**config.mk**
```make
export PLATFORM = sky130hd
export DESIGN_NAME = fma_exp_pipe
export DESIGN_NICKNAME = d
export VERILOG_FILES = /design/src/rtl/fma_exp_pipe.sv
export SDC_FILE = /design/constraint.sdc
export NUM_CORES = 1
export LEC_CHECK = 0
export BUFFER_PORTS_ARGS = -buffer_cell sky130_fd_sc_hd__buf_2
export CAP_MARGIN = 5
export CORE_UTILIZATION = 50
export CTS_CLUSTER_SIZE = 16
export DETAILED_ROUTE_END_ITERATION = 10
export HOLD_SLACK_MARGIN = 0.06
export PLACE_DENSITY = 0.73
export SLEW_MARGIN = 20
export SYNTH_ARGS = -nofsm -noshare
export SYNTH_HDL_FRONTEND = slang
export SYNTH_SLANG_ARGS = --single-unit
```
**constraint.sdc**
```tcl
create_clock -name clk -period 4.7 [get_ports clk]
set_input_delay 0.94 -clock clk [delete_from_list [all_inputs] [get_ports clk]]
set_output_delay 0.94 -clock clk [all_outputs]
set_load 0.01 [all_outputs]
```
**src/rtl/fma_exp_pipe.sv**
```systemverilog
// Pipelined FMA product-exponent / addend-alignment unit with a valid/ready
// handshake, collapsing bubbles and a synchronous flush.
module fma_exp_pipe #(
  parameter int unsigned NE      = 11,
  parameter int unsigned NF      = 52,
  parameter int unsigned STAGES  = 2,
  parameter logic [3:0]  FMTMASK = 4'b0011
) (
  input  logic          clk,
  input  logic          reset_n,
  input  logic          Flush,
  input  logic          InValid,
  output logic          InReady,
  input  logic [1:0]    Fmt,
  input  logic [NE-1:0] Xe,
  input  logic [NE-1:0] Ye,
  input  logic [NE-1:0] Ze,
  input  logic          XZero,
  input  logic          YZero,
  input  logic          ZZero,
  output logic          OutValid,
  input  logic          OutReady,
  output logic [NE+1:0] Pe,
  output logic [NE+1:0] ACnt,
  output logic          KillProd,
  output logic          KillZ,
  output logic          FmtErr
);

  localparam int unsigned W = NE + 2;

  typedef struct packed {
    logic [W-1:0] pe;
    logic [W-1:0] acnt;
    logic         kill_prod;
    logic         kill_z;
    logic         fmt_err;
  } res_t;

  if (FMTMASK[3] && (NE < 15)) begin : g_cfg_q_bias
    $error("fma_exp_pipe: quad format enabled but NE=%0d is below 15", NE);
  end
  if ((STAGES < 1) || (STAGES > 4)) begin : g_cfg_stages
    $error("fma_exp_pipe: STAGES=%0d outside 1..4", STAGES);
  end

  logic [W-1:0] bias;
  logic [W-1:0] pe_c;
  logic [W-1:0] acnt_c;
  logic         pzero;
  res_t         stage_in;

  always_comb begin
    bias = '0;
    if (FMTMASK[Fmt]) begin
      case (Fmt)
        2'd0:    bias = W'(127);
        2'd1:    bias = W'(1023);
        2'd2:    bias = W'(15);
        default: bias = W'(16383);
      endcase
    end
    pzero  = XZero | YZero;
    pe_c   = pzero ? '0 : (W'(Xe) + W'(Ye) - bias);
    acnt_c = pe_c - W'(Ze) + W'(NF + 2);

    stage_in.pe        = pe_c;
    stage_in.acnt      = acnt_c;
    stage_in.kill_prod = pzero | (acnt_c[W-1] & ~ZZero);
    stage_in.kill_z    = ZZero | (~acnt_c[W-1] & (acnt_c > W'(3 * NF + 3)));
    stage_in.fmt_err   = ~FMTMASK[Fmt];
  end

  logic [STAGES-1:0] valid_q;
  logic [STAGES-1:0] valid_d;
  logic [STAGES-1:0] en;
  logic [STAGES-1:0] src_v;
  logic [STAGES-1:0] load;
  res_t              data_q [STAGES];
  res_t              src    [STAGES];

  // A slot can take new data when it, or any slot downstream of it, is empty,
  // or when the output is being drained; this collapses bubbles under stall.
  always_comb begin : p_ctrl
    logic        full;
    int unsigned j;
    full    = 1'b1;
    j       = 0;
    en      = '0;
    src_v   = '0;
    load    = '0;
    valid_d = valid_q;
    for (int unsigned i = 0; i < STAGES; i++) begin
      j     = STAGES - 1 - i;
      full  = full & valid_q[j];
      en[j] = ~full | OutReady;
    end
    src[0]   = stage_in;
    src_v[0] = InValid;
    for (int unsigned i = 1; i < STAGES; i++) begin
      src[i]   = data_q[i-1];
      src_v[i] = valid_q[i-1];
    end
    for (int unsigned i = 0; i < STAGES; i++) begin
      load[i] = en[i] & src_v[i];
      if (en[i]) begin
        valid_d[i] = src_v[i];
      end
    end
    if (Flush) begin
      valid_d = '0;
    end
  end

  always_ff @(posedge clk or negedge reset_n) begin
    if (!reset_n) begin
      valid_q <= '0;
      for (int unsigned i = 0; i < STAGES; i++) begin
        data_q[i] <= '0;
      end
    end else begin
      valid_q <= valid_d;
      for (int unsigned i = 0; i < STAGES; i++) begin
        if (load[i]) begin
          data_q[i] <= src[i];
        end
      end
    end
  end

  assign InReady  = en[0];
  assign OutValid = valid_q[STAGES-1];

  // Stale slot contents are masked so nothing leaks out while OutValid is low.
  always_comb begin
    Pe       = '0;
    ACnt     = '0;
    KillProd = 1'b0;
    KillZ    = 1'b0;
    FmtErr   = 1'b0;
    if (valid_q[STAGES-1]) begin
      Pe       = data_q[STAGES-1].pe;
      ACnt     = data_q[STAGES-1].acnt;
      KillProd = data_q[STAGES-1].kill_prod;
      KillZ    = data_q[STAGES-1].kill_z;
      FmtErr   = data_q[STAGES-1].fmt_err;
    end
  end

endmodule

```
==> impl_metrics.json, run 1 <==
{
  "power_switching_w": 0.000669,
  "grt_max_degree": 61,
  "cp_cell_sequence": "buf_6 -> fa_2 -> ha_4 -> a211oi_4 -> o21bai_2 -> a21oi_2 -> o21bai_1 -> a211oi_1 -> o21bai_1 -> xnor2_1 -> nor2_1 -> ha_1 -> ha_4 -> nand2_4 -> nor3_4 -> a221oi_4 -> o21ai_1 -> xor3_2 -> buf_4 -> o21ai_2",
  "power.density_nw_per_um2": 409,
  "fin_util_pct": 68.3,
  "portBuffers": 73,
  "cp-end-kind": "flop",
  "vias": 3116,
  "fp.dieH_um": 91.2,
  "die_w_um": 91.2,
  "syn-cell-area_um2": 3980,
  "leakage_nw": 2.65,
  "vdd.ir_drop.worst_v": 0.000146,
  "grt-ovfl-total": 0,
  "antenna_found_initial": 0,
  "rsz0062_at_grt": "true",
  "cp_top_family": "adder cells",
  "hold_viol": 0,
  "synthDistinctLibCells": 50,
  "drv_cap": 0,
  "intPower_w": 0.00149,
  "critical_path_class": "primary input to flop",
  "yosysTopAreaCell": "dfrtp_1",
  "slowest_delay_ns": 0.61,
  "slew_headroom_pct": 50.9,
  "grt_pass1_vias": 2996,
  "synth_ff_type": "dfrtp_1",
  "seqPwrFrac_pct": 33.9,
  "numCtsBuffers": 9,
  "slowest_stage": "fa_2",
  "cts.path.max_buffers": 2,
  "slew_violations": 0,
  "wl_um": 8450,
  "p_sw_share_pct": 31.0,
  "postCtsHoldBufs": 0,
  "ys_top_cells_by_area": "dfrtp_1 38%, ha_1 11%, mux2_2 10%",
  "synth_most_common_cell": "dfrtp_1",
  "place_congestion": 0.868,
  "max_freq_ghz": 0.214,
  "cts-root-buf": "clkbuf_8",
  "area_delta_synth_final_pct": 32.6,
  "synth_common_cells": "60 x dfrtp_1, 38 x inv_1, 37 x mux2_2",
  "clkTransAtPathRegs_ns": 0.07,
  "clock-sinks": 60,
  "clock_skew_ns": 0.00822,
  "rows": 32,
  "cts-htree-levels": 3,
  "antenna_left": 0,
  "die-area_um2": 8320,
  "avgRoutedWirePerCell_um": 13.8,
  "status": "finished, final reports clean",
  "fillers": 586,
  "vias_per_cell": 5.10,
  "syn_inst": 383,
  "worstPathArrival_ns": 4.93,
  "drc": 0,
  "combPwrFrac_pct": 40.5,
  "synth_edf_count": 0,
  "min_path_type": "flop to flop",
  "worstPathRequired_ns": 4.96,
  "critPathBufInv": 2,
  "fin_nets": 594,
  "setup_viol": 0,
  "yosys_warnings": 0,
  "syn_nets": 473,
  "dp_slack_ns": -0.331,
  "power.total_w": 0.00216,
  "dp_hpwl_um": 6010,
  "synth_async_sr_flop_share_pct": 100,
  "start_util_pct": 51.5,
  "cp-start-kind": "primary input",
  "cts_tree": "yes",
  "tightest_slew_ns": 0.736,
  "critPathMaxFanout": 3,
  "drtPass1Iterations": 4,
  "grt_pass1_wl_um": 13300,
  "yosys.area.top_type_share_pct": 37.7,
  "n_antenna_cell": 0,
  "track_usage_pct": 20.2,
  "core_region_area_um2": 7730,
  "fin_crit_ns": 4.67,
  "finalCritPeriodShare_pct": 99.3,
  "worst_skew_pair.late_latency_ns": 0.33,
  "io_pins": 74,
  "clkPwrFrac_pct": 25.6,
  "drt_iter0_drc": 96,
  "drive_gt1_share_pct": 43.2,
  "ys_seq_area_share_pct": 37.7,
  "synth-seq-cells": 60,
  "setup_ws_ns": 0.0318,
  "synth.avg_cell_area_um2": 10.4
}
==> cells by family (layout without fill, tap and decap cells) <==
logic type | Yosys count | after routing | synth area share (%)
other cells | 2 | 2 | 0.189
compound gates | 62 | 62 | 11.5
fa+ha+maj | 47 | 47 | 17.0
xor+xnor | 16 | 16 | 3.93
simple gates | 106 | 106 | 13.5
mux | 40 | 40 | 11.4
flops | 60 | 60 | 37.7
buf+inv | 50 | 176 | 4.72
==> layout make-up <==
type | instances | area, um2 | share of cell area, %
Sequential cell | 60 | 1500 | 28.5
Clock buffer | 11 | 131 | 2.49
Timing Repair Buffer | 122 | 753 | 14.3
Tap cell | 102 | 128 | 2.42
Multi-Input combinational cell | 273 | 2520 | 47.7
Clock inverter | 5 | 100 | 1.90
Inverter | 38 | 143 | 2.70
==> state kept, by name, indices dropped and copies added, names as in the netlist <==
| name | cells |
|---|---|
| data_q | 58 |
| valid_q | 2 |
==> worst min-delay path, cell delays in order, from the launching register on <==
cell     delay (ns)
dfrtp_1        0.34
nand2_1        0.04
o21ai_0        0.06
==> per-stage QoR <==
stage,instances,hold slack (ns),cell area (um2),setup TNS (ns)
after floorplan,383,0.445,4010,0
after global placement,590,0.459,4790,-0.908
after detailed placement,590,0.474,4790,-1.34
after CTS,606,0.491,5020,0
after global routing,611,0.515,5280,-0.375
final,611,0.483,5280,0
==> layout by cell type, fill, tap and decap left out, types with 4 or more instances in the layout <==
cell,count
mux2_2,37
ha_1,27
buf_6,4
o21ai_1,4
inv_1,38
dfrtp_1,60
fa_1,10
xnor2_1,9
o21ai_0,18
buf_4,47
nand2_1,29
nand2b_1,4
and2_1,32
buf_2,71
a211oi_1,4
a21oi_1,8
nor2_1,18
ha_4,7
clkbuf_8,9
==> layer usage <==
| layer | global-route usage, % | part of all wire, % | vias to the layer above |
|---|---|---|---|
| li1 | - | - | 1542 |
| met4 | 7.14 | 1.5 | 0 |
| met1 | 26.3 | 45 | 1498 |
| met3 | 4.10 | 3.1 | 11 |
| met5 | 0 | 0 | - |
| met2 | 33.5 | 50 | 65 |
==> power by group through the flow <==
stage | registers (W) | clock network (W) | logic (W)
after floorplan | 0.000711 | 0 | 0.000496
after global placement | 0.000736 | 0 | 0.000725
after detailed placement | 0.000743 | 0 | 0.000751
after CTS | 0.000733 | 0.000559 | 0.000757
after global routing | 0.000752 | 0.000583 | 0.000963
final | 0.000732 | 0.000553 | 0.000874
==> what timing repair did <==
action / in CTS / in global routing
resized for setup: 0 / 40
setup endpoints to repair: 0 / 6
buffers inserted: 0 / 5
==> path summary, 6_finish.rpt <==
kind,from,to,slack [ns],cells after the start
max,Xe[1],data_q[44],0.03,20
min,data_q[41],data_q[41],0.48,2
max reg2reg,valid_q[1],data_q[33],2.46,5
min reg2reg,data_q[41],data_q[41],0.48,2
max in group asynchronous,reset_n,data_q[1],3.46,2
min in group asynchronous,reset_n,valid_q[1],0.75,2
No activity file was read; power rests on OpenSTA's default activity.
==> run 2: changes to the inputs <==
Settings changed: ABC_AREA from default to 1.
==> run 2 against run 1 <==
- global-route usage grew 2.7 points
- sequential cell count is the same
- largest cell class unchanged
- via count grew 12%
- sequential power shrank 5.9%
- power shrank 15%
- worst hold slack gained 0.0032 ns
- area after synthesis grew 4.7%
- combinational power shrank 28%
- critical path type unchanged
- final area shrank 6.8%
- maximum frequency grew 5.5%
- clock power shrank 6.0%
- first-iteration DRC count grew 66%
- highest routed layer unchanged
==> impl_metrics.json, run 2 <==
{
  "status": "finished, final reports clean",
  "wl_um": 8980,
  "drt_iter0_drc": 159,
  "layout.area.seq_um2": 1500,
  "fillers": 734,
  "io_pins": 74,
  "p_sw_share_pct": 34.2,
  "synth_ff_type": "dfrtp_1",
  "worst_skew_pair.late_latency_ns": 0.33,
  "clkPwrFrac_pct": 28.3,
  "start_util_pct": 52.8,
  "dp_hpwl_um": 7130,
  "cp_cell_sequence": "buf_2 -> buf_12 -> fa_1 -> ha_1 -> nand3_1 -> nand3_2 -> nand3_1 -> inv_1 -> o21ai_0 -> nand3_1 -> ha_1 -> inv_1 -> ha_1 -> inv_2 -> o21ai_2 -> a21oi_1 -> nand2_2 -> nand2_2 -> o21ai_1 -> nand3_1 -> nand3_1 -> o21ai_1",
  "synth_most_common_cell": "nand2_1",
  "n_antenna_cell": 0,
  "clock_skew_ns": 0.00655,
  "tns_ns": 0,
  "vias": 3488,
  "syn-cell-area_um2": 4170,
  "drive_gt1_share_pct": 22.9,
  "worstPathArrival_ns": 4.62,
  "cp-start-kind": "primary input",
  "min_path_type": "primary input to async pin",
  "seqPwrFrac_pct": 37.5,
  "leakage_nw": 2.91,
  "grt_pass1_wl_um": 15600,
  "track_usage_pct": 22.9,
  "final_cell_count_no_fill": 709,
  "fin_crit_ns": 4.43,
  "syn_nets": 614,
  "cts-root-buf": "clkbuf_8",
  "intPower_w": 0.00121,
  "fin_nets": 693,
  "synth_common_cells": "121 x nand2_1, 113 x inv_1, 60 x dfrtp_1",
  "grt-ovfl-total": 0,
  "final_common_cell": "nand2_1",
  "place_congestion": 0.918,
  "multiInputGateArea_um2": 2200,
  "slowest_delay_ns": 0.47,
  "yosys.area.top_type_share_pct": 36.0,
  "holdWs_ns": 0.486,
  "synth_async_sr_flop_share_pct": 100,
  "vias_per_cell": 4.92,
  "slew_headroom_pct": 39.5,
  "grt_pass1_vias": 3420,
  "avgRoutedWirePerCell_um": 12.7,
  "worstPathRequired_ns": 4.89,
  "core_region_area_um2": 7890,
  "ys_seq_area_share_pct": 36.0,
  "critical_path_class": "primary input to flop",
  "finalCritPeriodShare_pct": 94.1,
  "combPwrFrac_pct": 34.1,
  "synth_edf_count": 0,
  "power.total_w": 0.00184,
  "final_cell_mix": "121 x nand2_1, 113 x inv_1, 73 x buf_2",
  "yosys_warnings": 0,
  "antenna_left": 0,
  "cts-htree-levels": 3,
  "portBuffers": 73,
  "yosysTopAreaCell": "dfrtp_1",
  "drtPass1Iterations": 4,
  "ys_top_cells_by_area": "dfrtp_1 36%, nand2_1 11%, ha_1 11%",
  "clkTransAtPathRegs_ns": 0.07,
  "rows": 32,
  "setup_ws_ns": 0.275,
  "cts_tree": "yes",
  "synth-seq-cells": 60,
  "power_switching_w": 0.000629,
  "slowest_stage": "fa_1",
  "critPathMaxFanout": 5,
  "synthDistinctLibCells": 34,
  "cp-end-kind": "flop",
  "place_inst": 694,
  "synth.avg_cell_area_um2": 7.95,
  "largest_register_ffs": 58,
  "grt_max_degree": 48,
  "max_freq_ghz": 0.226,
  "clock-sinks": 60,
  "vdd.ir_drop.worst_v": 0.000184,
  "drc": 0,
  "fp.dieH_um": 93.3,
  "biggestRegsByFlops": "data_q (58), valid_q (2)",
  "syn_inst": 524,
  "dp_slack_ns": -0.0788,
  "regMostFlops": "data_q",
  "tightest_slew_ns": 0.908,
  "area_delta_synth_final_pct": 18.0,
  "hold_viol": 0,
  "post_cts_buffers": 0,
  "numCtsBuffers": 9,
  "setup_viol": 0,
  "slew_violations": 0,
  "die_w_um": 93.3,
  "rsz0062_at_grt": "false",
  "drv_cap": 0,
  "cts.path.max_buffers": 2,
  "power.density_nw_per_um2": 373,
  "antenna_found_initial": 0,
  "crit_path_frequent_cell": "nand3_1",
  "die-area_um2": 8700
}
## run 2: changes by cell type after synthesis, sizes merged, moves of 7 or more
cell	delta
nand2	+98
xnor2	-11
and2	-32
a211oi	-7
o21ai	+21
nand3	+22
mux2	-23
a21oi	+8
inv	+77
## run 2: cell families after synthesis
family	count (synthesis)	share of synthesized area, %
other cells	2	0.180
mux	16	4.32
fa+ha+maj	47	16.3
flops	60	36.0
compound gates	76	9.97
simple gates	189	19.8
xor+xnor	7	1.47
buf+inv	127	12.0
## run 2: final timing paths
| check | startpoint | endpoint | slack, ns | cells past startpoint |
|---|---|---|---|---|
| hold reg to reg | data_q[6] | data_q[6] | 0.49 | 2 |
| hold / removal | reset_n | data_q[19] | 0.49 | 1 |
| setup reg to reg | valid_q[1] | data_q[21] | 2.16 | 4 |
| max in group asynchronous | reset_n | data_q[50] | 3.33 | 2 |
| setup / recovery | Fmt[1] | data_q[44] | 0.27 | 22 |
| min in group clk | data_q[6] | data_q[6] | 0.49 | 2 |
## run 2: per-stage QoR
stage	utilization (%)	cell area, um2
detailed placement	59.1	4660
CTS	61.9	4880
finish	62.3	4920
global route	62.3	4920
floorplan	-	4170
global placement	59.1	4660
## run 2: what timing repair did
| action | CTS | global route |
|---|---|---|
| gates resized for setup | 0 | 6 |
| setup endpoints to repair | 0 | 2 |
| hold buffers | 0 | 0 |
## run 2: critical path, delay by kind of cell
| kind | cells | cell delay, ns |
|---|---|---|
| buffers and inverters | 5 | 0.46 |
| and+or+nand+nor | 8 | 1.01 |
| AOI/OAI and AO/OA | 5 | 0.67 |
| adders and majority gates | 4 | 1.54 |
## run 2: layer usage
metal  up-vias  track usage, %  routed length (um)
li1       1788               -                   -
met5         -               0                   0
met1      1594            31.6                4260
met2        91            36.5                4110
met4         0            7.82                 191
met3        15            3.98                 416
## run 2: power groups by stage
stage / Combinational, W / Sequential, W / Clock (W)
after floorplan: 0.000452 / 0.000677 / 0
after global placement: 0.000596 / 0.000693 / 0
after global routing: 0.000721 / 0.000705 / 0.000552
after detailed placement: 0.000610 / 0.000699 / 0
after CTS: 0.000615 / 0.000689 / 0.000529
final: 0.000626 / 0.000689 / 0.000520
## run 2: layout make-up
cell class / instances / share of cell area [%]
clock buffer: 11 / 3.08
clock inverter: 4 / 1.48
inverter: 115 / 8.78
multi-input combinational: 337 / 44.8
sequential: 60 / 30.5
tap: 102 / 2.60
timing repair buffer: 80 / 8.75
==> run 3: changes to the inputs <==
Settings changed: SETUP_SLACK_MARGIN from default to 0.3.
==> run 3 against run 2 <==
- routed wire length increased by 3.1%
- final area increased by 3.7%
- combinational power increased by 9.7%
- global-route usage increased by 0.070 points
- core utilization increased by 2.3 points
- cell count increased by 0.28%
- maximum frequency increased by 5.4%
- clock-buffer cell count unchanged
- critical path type unchanged
- largest power group unchanged
- highest routed layer unchanged
==> impl_metrics.json, run 3 (same netlist as run 2, synthesis figures left out) <==
{
  "cp-start-kind": "primary input",
  "io_pins": 74,
  "drc": 0,
  "cts-htree-levels": 3,
  "hold_viol": 0,
  "status": "finished, final reports clean",
  "max_freq_ghz": 0.238,
  "start_util_pct": 52.8,
  "fp.dieH_um": 93.3,
  "worstPathArrival_ns": 4.42,
  "dp_slack_ns": -0.0788,
  "cts-root-buf": "clkbuf_8",
  "p_sw_share_pct": 34.4,
  "power_switching_w": 0.000653,
  "drv_cap": 0,
  "slew_violations": 0,
  "worstPathRequired_ns": 4.92,
  "critPathMaxFanout": 5,
  "setup_ws_ns": 0.502,
  "vias_per_cell": 4.97,
  "grt_pass1_vias": 3425,
  "clkTransAtPathRegs_ns": 0.07,
  "final_cell_mix": "120 x nand2_1, 113 x inv_1, 72 x buf_2",
  "r2r-end": "data_q[21]",
  "place_congestion": 0.918,
  "regMostFlops": "data_q",
  "fin_nets": 695,
  "slowest_delay_ns": 0.51,
  "finalCritPeriodShare_pct": 89.3,
  "vias": 3535,
  "leakage_nw": 2.94,
  "core_region_area_um2": 7890,
  "clkPwrFrac_pct": 27.5,
  "portBuffers": 73,
  "fin_util_pct": 64.7,
  "layout.area.seq_um2": 1500,
  "worst_skew_pair.late_latency_ns": 0.33,
  "postCtsHoldBufs": 0,
  "tightest_slew_ns": 0.908,
  "die_w_um": 93.3,
  "grt_pass1_wl_um": 15600,
  "regToRegSetupSlack_ns": 2.16,
  "crit_path_frequent_cell": "a21oi_2",
  "min_path_type": "primary input to async pin",
  "clock-sinks": 60,
  "vdd.ir_drop.worst_v": 0.000186,
  "slowest_stage": "fa_1",
  "combPwrFrac_pct": 36.2,
  "grt_max_degree": 48,
  "cts.path.max_buffers": 2,
  "track_usage_pct": 23.0,
  "drtPass1Iterations": 4,
  "rows": 32,
  "wl_um": 9250,
  "antenna_left": 0,
  "largest_register_ffs": 58,
  "grt-ovfl-total": 0,
  "die-area_um2": 8700,
  "fillers": 706,
  "drive_gt1_share_pct": 26.8,
  "intPower_w": 0.00124,
  "final_common_cell": "nand2_1",
  "cp-end-kind": "flop",
  "crit-reg2reg-launch": "valid_q[1]",
  "power.density_nw_per_um2": 372,
  "biggestRegsByFlops": "data_q (58), valid_q (2)",
  "setup_viol": 0,
  "n_antenna_cell": 0,
  "avgRoutedWirePerCell_um": 13.0,
  "slew_headroom_pct": 39.5,
  "dp_hpwl_um": 7130,
  "seqPwrFrac_pct": 36.3,
  "reg2regPathDepth": 4,
  "drt_iter0_drc": 176,
  "area_delta_synth_final_pct": 22.4,
  "clock_skew_ns": 0.00714,
  "fin_crit_ns": 4.20,
  "cts_tree": "yes",
  "antenna_found_initial": 0,
  "rsz0062_at_grt": "false",
  "holdWs_ns": 0.485,
  "critical_path_class": "primary input to flop",
  "numCtsBuffers": 9,
  "cp_cell_sequence": "buf_4 -> buf_12 -> fa_1 -> ha_4 -> nand2_1 -> inv_1 -> nand2_2 -> nand2_2 -> a21oi_2 -> o21bai_1 -> o21ai_1 -> a21oi_2 -> ha_1 -> ha_4 -> a21oi_2 -> nor2_1 -> a211oi_1 -> o21ai_1 -> nand3_1 -> nand3_2 -> nand3_1 -> nand2_1",
  "multiInputGateArea_um2": 2370
}
==> run 3: metal layers <==
layer,track usage [%],part of all wire (%)
met3,3.90,3.9
met2,36.8,47
met4,7.56,1.6
met1,31.7,47
met5,0,0
==> run 3: critical path: cells and delay by family <==
kind / cells / cell delay (ns)
AO/OA/AOI/OAI: 7 / 1.05
AND/OR/NAND/NOR: 8 / 0.65
buffers and inverters: 3 / 0.38
adder cells (fa/ha/maj): 4 / 1.38
==> run 3: worst max path at each step <==
stage                     startpoint    endpoint  slack (ns)  cells past startpoint
after floorplan               Fmt[1]  data_q[30]        0.41                     23
after global placement        Fmt[1]  data_q[30]        0.09                     24
after detailed placement      Fmt[1]  data_q[44]       -0.08                     22
after CTS                     Fmt[1]  data_q[30]        0.32                     24
after global routing          Fmt[1]  data_q[30]        0.28                     25
final                         Fmt[1]  data_q[30]        0.50                     22
==> run 3: final cells by class <==
type	count	share of cell area (%)
multi-input combinational	337	46.4
tap	102	2.50
clock buffer	11	2.97
timing repair buffer	82	8.78
sequential	60	29.4
inverter	115	8.46
clock inverter	4	1.42
==> run 3: what timing repair did <==
item / in CTS / in global routing
setup endpoints to repair: 2 / 7
setup buffers: 1 / 1
resized for setup: 0 / 34
pin swaps: 1 / 9
==> run 3: power groups by stage <==
stage	Combinational [W]	Clock, W	Sequential, W
finish	0.000687	0.000521	0.000689
global route	0.000782	0.000552	0.000705
CTS	0.000617	0.000529	0.000689
detailed placement	0.000610	0	0.000699
global placement	0.000596	0	0.000693
floorplan	0.000452	0	0.000677
==> run 3: stage by stage <==
step | power (W) | instances | instance area, um2 | TNS [ns]
finish | 0.00190 | 711 | 5100 | 0
global route | 0.00204 | 711 | 5100 | 0
CTS | 0.00183 | 710 | 4890 | 0
detailed placement | 0.00131 | 694 | 4660 | -0.146
global placement | 0.00129 | 694 | 4660 | 0
floorplan | 0.00113 | 524 | 4170 | 0
